## config.mk

```make
export PLATFORM = sky130hd
export DESIGN_NAME = mem_port_arbiter
export DESIGN_NICKNAME = d
export VERILOG_FILES = /design/src/rtl/mem_arb_pkg.sv /design/src/rtl/mem_arb_starve_ctr.sv /design/src/rtl/mem_port_arbiter.sv
export SDC_FILE = /design/constraint.sdc
export NUM_CORES = 1
export LEC_CHECK = 0
export BUFFER_PORTS_ARGS = -buffer_cell sky130_fd_sc_hd__buf_2
export CORE_AREA = 2 2 104 106
export CTS_CLUSTER_DIAMETER = 200
export CTS_CLUSTER_SIZE = 10
export DETAILED_ROUTE_END_ITERATION = 16
export DIE_AREA = 0 0 106 108
export GPL_ROUTABILITY_DRIVEN = 0
export PLACE_DENSITY_LB_ADDON = 0.25
export SLEW_MARGIN = 20
export SYNTH_ARGS = -nofsm -noshare
export SYNTH_HDL_FRONTEND = slang
export SYNTH_HIERARCHICAL = 1
export SYNTH_SLANG_ARGS = --single-unit
```

## constraint.sdc

```tcl
create_clock -name clk -period 2.9 [get_ports clk]
set_clock_uncertainty 0.1 [all_clocks]
set_input_delay 0.58 -clock clk [delete_from_list [all_inputs] [get_ports clk]]
set_output_delay 0.58 -clock clk [all_outputs]
set_load 0.02 [all_outputs]
```

## src/rtl/mem_arb_pkg.sv

```systemverilog
// Shared types and constants for the unified-memory port arbiter.
// The state encoding records which requester owns the in-flight response.
package mem_arb_pkg;

    typedef enum logic [1:0] {
        ARB_IDLE  = 2'd0,
        ARB_FETCH = 2'd1,
        ARB_DATA  = 2'd2
    } arb_state_t;

    localparam logic [2:0] FUNC3_WORD = 3'b010;
    localparam int         CNT_W      = 4;

endpackage : mem_arb_pkg

```

## src/rtl/mem_arb_starve_ctr.sv

```systemverilog
// Counts consecutive conflicts lost by the fetch path and raises force_fetch
// once the count reaches STARVE_LIMIT, so fetch takes the next conflict slot.
module mem_arb_starve_ctr
    import mem_arb_pkg::*;
#(
    parameter int STARVE_LIMIT = 4
) (
    input  logic clk,
    input  logic rst_n,
    input  logic if_req,
    input  logic if_gnt,
    input  logic d_gnt,
    output logic force_fetch
);

    localparam logic [CNT_W-1:0] LIMIT = CNT_W'(STARVE_LIMIT);

    logic [CNT_W-1:0] cnt_r;
    logic [CNT_W-1:0] cnt_nxt_s;

    // Next count: clear when fetch is served or gives up, saturate at the limit.
    always_comb begin
        cnt_nxt_s = cnt_r;
        if (if_gnt || !if_req) begin
            cnt_nxt_s = {CNT_W{1'b0}};
        end else if (d_gnt) begin
            cnt_nxt_s = (cnt_r >= LIMIT) ? LIMIT : (cnt_r + CNT_W'(1));
        end else begin
            cnt_nxt_s = cnt_r;
        end
    end

    // Counter register.
    always_ff @(posedge clk or negedge rst_n) begin
        if (!rst_n) begin
            cnt_r <= {CNT_W{1'b0}};
        end else begin
            cnt_r <= cnt_nxt_s;
        end
    end

    assign force_fetch = (cnt_r == LIMIT);

endmodule : mem_arb_starve_ctr

```

## src/rtl/mem_port_arbiter.sv

```systemverilog
// Arbitrates the single-port unified memory between instruction fetch and
// load/store traffic with req/gnt/rvalid handshakes; data wins unless fetch is starving.
module mem_port_arbiter
    import mem_arb_pkg::*;
#(
    parameter int ADDR_W       = 32,
    parameter int DATA_W       = 32,
    parameter int STARVE_LIMIT = 4
) (
    input  logic              clk,
    input  logic              rst_n,
    input  logic              if_req,
    input  logic [ADDR_W-1:0] if_addr,
    output logic              if_gnt,
    output logic              if_rvalid,
    output logic [DATA_W-1:0] if_rdata,
    input  logic              d_req,
    input  logic              d_wen,
    input  logic [ADDR_W-1:0] d_addr,
    input  logic [DATA_W-1:0] d_wdata,
    input  logic [2:0]        d_func3,
    output logic              d_gnt,
    output logic              d_rvalid,
    output logic [DATA_W-1:0] d_rdata,
    output logic [ADDR_W-1:0] mem_addr,
    output logic              mem_wen,
    output logic [DATA_W-1:0] mem_wd,
    output logic [2:0]        mem_func3,
    input  logic [DATA_W-1:0] mem_rd
);

    logic       force_fetch_s;
    logic       if_gnt_s;
    logic       d_gnt_s;
    arb_state_t state_r;
    arb_state_t state_nxt_s;
    logic       d_wen_r;

    mem_arb_starve_ctr #(
        .STARVE_LIMIT(STARVE_LIMIT)
    ) u_starve_ctr (
        .clk        (clk),
        .rst_n      (rst_n),
        .if_req     (if_req),
        .if_gnt     (if_gnt_s),
        .d_gnt      (d_gnt_s),
        .force_fetch(force_fetch_s)
    );

    // Grant selection: one grant per cycle, data first unless fetch is starving.
    always_comb begin
        if_gnt_s = 1'b0;
        d_gnt_s  = 1'b0;
        if (!rst_n) begin
            if_gnt_s = 1'b0;
            d_gnt_s  = 1'b0;
        end else if (d_req && !(if_req && force_fetch_s)) begin
            d_gnt_s = 1'b1;
        end else if (if_req) begin
            if_gnt_s = 1'b1;
        end else begin
            if_gnt_s = 1'b0;
            d_gnt_s  = 1'b0;
        end
    end

    // Memory command mux driven by whichever requester holds the grant.
    always_comb begin
        mem_addr  = {ADDR_W{1'b0}};
        mem_wen   = 1'b0;
        mem_wd    = {DATA_W{1'b0}};
        mem_func3 = FUNC3_WORD;
        if (d_gnt_s) begin
            mem_addr  = d_addr;
            mem_wen   = d_wen;
            mem_wd    = d_wdata;
            mem_func3 = d_func3;
        end else if (if_gnt_s) begin
            mem_addr  = if_addr;
            mem_func3 = FUNC3_WORD;
        end else begin
            mem_addr  = {ADDR_W{1'b0}};
            mem_func3 = FUNC3_WORD;
        end
    end

    // Next owner of the response slot; every state uses the same grant rule.
    always_comb begin
        state_nxt_s = ARB_IDLE;
        case (state_r)
            ARB_IDLE, ARB_FETCH, ARB_DATA: begin
                if (if_gnt_s) begin
                    state_nxt_s = ARB_FETCH;
                end else if (d_gnt_s) begin
                    state_nxt_s = ARB_DATA;
                end else begin
                    state_nxt_s = ARB_IDLE;
                end
            end
            default: state_nxt_s = ARB_IDLE;
        endcase
    end

    // Response-owner state and the load/store flag captured at grant.
    always_ff @(posedge clk or negedge rst_n) begin
        if (!rst_n) begin
            state_r <= ARB_IDLE;
            d_wen_r <= 1'b0;
        end else begin
            state_r <= state_nxt_s;
            if (d_gnt_s) begin
                d_wen_r <= d_wen;
            end else begin
                d_wen_r <= d_wen_r;
            end
        end
    end

    assign if_gnt    = if_gnt_s;
    assign d_gnt     = d_gnt_s;
    assign if_rvalid = (state_r == ARB_FETCH);
    assign d_rvalid  = (state_r == ARB_DATA);
    assign if_rdata  = (state_r == ARB_FETCH) ? mem_rd : {DATA_W{1'b0}};
    // A store acknowledgement carries zero rather than whatever the memory returned.
    assign d_rdata   = ((state_r == ARB_DATA) && !d_wen_r) ? mem_rd : {DATA_W{1'b0}};

endmodule : mem_port_arbiter
```

==> flow_metrics.py <==
metrics = {
    "outcome": {
        "status": "finished clean",
    },
    "cts": {
        "htreeDepth": 1,
        "clkLatencyLatePin_ps": 230,
        "cts.clk_slew.worst_paths_ps": 40,
        "hold_buffers": 0,
        "cts_num_sinks": 7,
        "clk_path_buf_depth": 2,
        "cts-buffers-inserted": 3,
        "cts_tree": "built",
        "cts-root-buf": "clkbuf_8",
    },
    "worst_setup_path": {
        "r2r_setup_slack_ps": 690,
        "crit_fanout": 23,
        "end_kind": "output pin",
        "cpPeakStageDelay_ps": 390,
        "critPathArrivalTime_ps": 1990,
        "worstPathCellList": "inv_1 > ha_1 > nor3b_4 > o21ai_4 > buf_4 > o21ai_0 > buf_2",
        "path_delay_family": "buffers and inverters",
        "cp.required_ps": 2220,
        "crit_slowest_cell": "dfrtp_1",
        "setup.worst_path.start_class": "flop",
        "crit_type": "flop to output pin",
        "critPathBufInv": 3,
    },
    "floorplan": {
        "fp.dieH_um": 108,
        "placementRows": 37,
        "start_util": 0.1552,
        "ios": 272,
        "die_w_um": 106,
        "core-area_um2": 10230,
        "die_area_um2": 11450,
    },
    "power_and_ir_drop": {
        "intPower_uw": 372.3,
        "power_frac_comb": 0.629,
        "switching_share": 0.4372,
        "sequentialPowerShare": 0.160,
        "p_sw_uw": 289.2,
        "vdd_drop_max_mv": 0.1063,
        "power_density_nw_per_um2": 211.5,
        "p_leak_nw": 2.044,
        "p_clk_frac": 0.211,
    },
    "final_layout": {
        "final_core_utilization": 0.3057,
        "syn2layout_area_growth_pct": 97.01,
        "drive_above_1_share": 0.5573,
        "layout_common_cells": "buf_2 (271), and2_1 (64), and3_1 (35), nand2_1 (33)",
        "nets": 654,
        "layout_commonest_cell": "buf_2",
    },
    "synthesis": {
        "ys_seq_area_frac": 0.1103,
        "syn_avg_cell_area_um2": 6.130,
        "mappedNetlistNets": 397,
        "netlist_instances": 259,
        "synth.cell_area_um2": 1588,
        "yosysWarnings": 6,
        "synth_seq_cells": 7,
        "ys_types": 28,
    },
    "timing": {
        "rsz0062_at_grt": "false",
        "finalHoldViolCount": 0,
        "fmax_mhz": 375.1,
        "fin_setup_tns_ps": 0,
        "period_share": 0.9194,
        "fin_crit_ps": 2666,
        "slew_violations": 0,
        "setup_viol": 0,
        "worst_pin_slew_ps": 759.8,
        "slew_headroom": 0.4935,
    },
    "flow_run": {
        "maxCapViolations": 0,
    },
    "global_route": {
        "grt_pass1_wl_um": 11700,
        "gr-total-overflow": 0,
        "grt_usage": 0.1251,
        "grt_pass1_vias": 2544,
        "antenna_found_initial": 1,
        "grt_max_degree": 109,
    },
    "route": {
        "dr_total_vias": 2783,
        "drc": 0,
        "viasPerCell": 4.268,
        "first_iter_violations": 96,
        "wl_per_cell_um": 12.61,
        "drtPass1Iterations": 4,
        "drtAntennaViolNets": 0,
        "wl_um": 8223,
    },
    "place": {
        "dp_hpwl_um": 6590,
        "port-buffer-count": 271,
    },
    "worst_hold_path": {
        "hold_class": "primary input to async pin",
    },
}
==> stage by stage <==
step / instance area (µm²) / hold slack, ps / std cells / setup WS (ps) / total power, mW
6_report: 3128 / 246.5 / 652 / 233.8 / 0.6615
5_1_grt: 3128 / 294.5 / 652 / 56.16 / 0.7124
4_1_cts: 3112 / 290.7 / 651 / 48.99 / 0.6694
3_5_place_dp: 3028 / 358.2 / 643 / 106.2 / 0.5207
3_3_place_gp: 3028 / 374.4 / 643 / 155.0 / 0.5170
2_1_floorplan: 1588 / 184.4 / 259 / 551.3 / 0.3326
==> routing by layer <==
metal  vias to the layer above  global-route usage  wire [µm]
met5                         -                   0          0
met4                         0             0.02444         77
met3                         4             0.02230        754
met2                       172              0.2733       4559
met1                      1228              0.1194       2831
li1                       1379                   -          -
==> cells by family after synthesis <==
group | share of synthesized area
AND/OR/NAND/NOR | 0.6273
buffers and inverters | 0.1079
adder cells (fa/ha/maj) | 0.01576
flip-flops | 0.1103
AO/OA/AOI/OAI | 0.1387
==> path summary, 6_finish.rpt <==
| path | from | end | cells after the start |
|---|---|---|---|
| worst min-delay path | rst_n | state_r[0] | 2 |
| min in group clk | d_wen_r | d_wen_r | 1 |
| max in group asynchronous | rst_n | u_starve_ctr/cnt_r[3] | 2 |
| worst max register to register | u_starve_ctr/cnt_r[0] | u_starve_ctr/cnt_r[0] | 8 |
| worst max-delay path | u_starve_ctr/cnt_r[0] | mem_addr[28] | 7 |
| worst min register to register | d_wen_r | d_wen_r | 1 |
==> repair_timing <==
| action | in CTS | in global routing |
|---|---|---|
| hold endpoints to repair | 0 | 0 |
| resized for setup | 1 | 2 |
| setup endpoints to repair | 40 | 24 |
| gates cloned | 1 | 0 |
| setup buffers | 3 | 0 |
| pin swaps | 1 | 0 |
==> registers in the layout (all words and copies together), names as in the netlist <==
| signal | count |
|---|---|
| d_wen_r | 1 |
| u_starve_ctr/cnt_r | 4 |
| state_r | 2 |
==> power groups by stage <==
stage | combinational [mW] | clock (mW) | sequential [mW]
global placement | 0.410 | 0 | 0.107
detailed placement | 0.414 | 0 | 0.107
finish | 0.416 | 0.140 | 0.106
floorplan | 0.226 | 0 | 0.106
CTS | 0.420 | 0.144 | 0.106
global route | 0.454 | 0.152 | 0.106
==> synth_stat cells <==
| library cell | n | area, µm² |
|---|---|---|
| a21o_1 | 1 | 7.510 |
| buf_1 | 3 | 11.26 |
| and2b_1 | 1 | 7.510 |
| clkbuf_2 | 7 | 35.03 |
| nand3_1 | 32 | 160.2 |
| and3_1 | 35 | 219.0 |
| a21oi_1 | 4 | 20.02 |
| clkbuf_1 | 6 | 22.52 |
| nor2b_2 | 1 | 8.760 |
| buf_2 | 7 | 35.03 |
| nand2_1 | 33 | 123.9 |
| or4b_1 | 1 | 10.01 |
| nor3b_1 | 2 | 15.01 |
| or2b_1 | 1 | 7.510 |
| ha_1 | 2 | 25.02 |
| buf_6 | 4 | 45.04 |
| o21ai_0 | 32 | 160.2 |
| nor2_1 | 1 | 3.750 |
| a21boi_2 | 1 | 11.26 |
| a211oi_1 | 1 | 7.510 |
| and2b_4 | 1 | 10.01 |
| and2_1 | 64 | 400.4 |
| o21ai_1 | 1 | 5.000 |
| inv_1 | 6 | 22.52 |
| dfrtp_1 | 7 | 175.2 |
| nand2b_1 | 3 | 18.77 |
| nand4bb_1 | 1 | 11.26 |
| o21ai_2 | 1 | 8.760 |
==> final cells by class <==
cell class,instances,area [µm²]
fillers,1139,7103
repair buffers,278,1434
multi-input cells,220,1279
flip-flops and latches,7,175.2
well taps,136,170.2
clock buffers,4,45.04
inverters,6,22.52
diodes,1,2.502
Note: power is estimated with default switching activity, not from simulation.
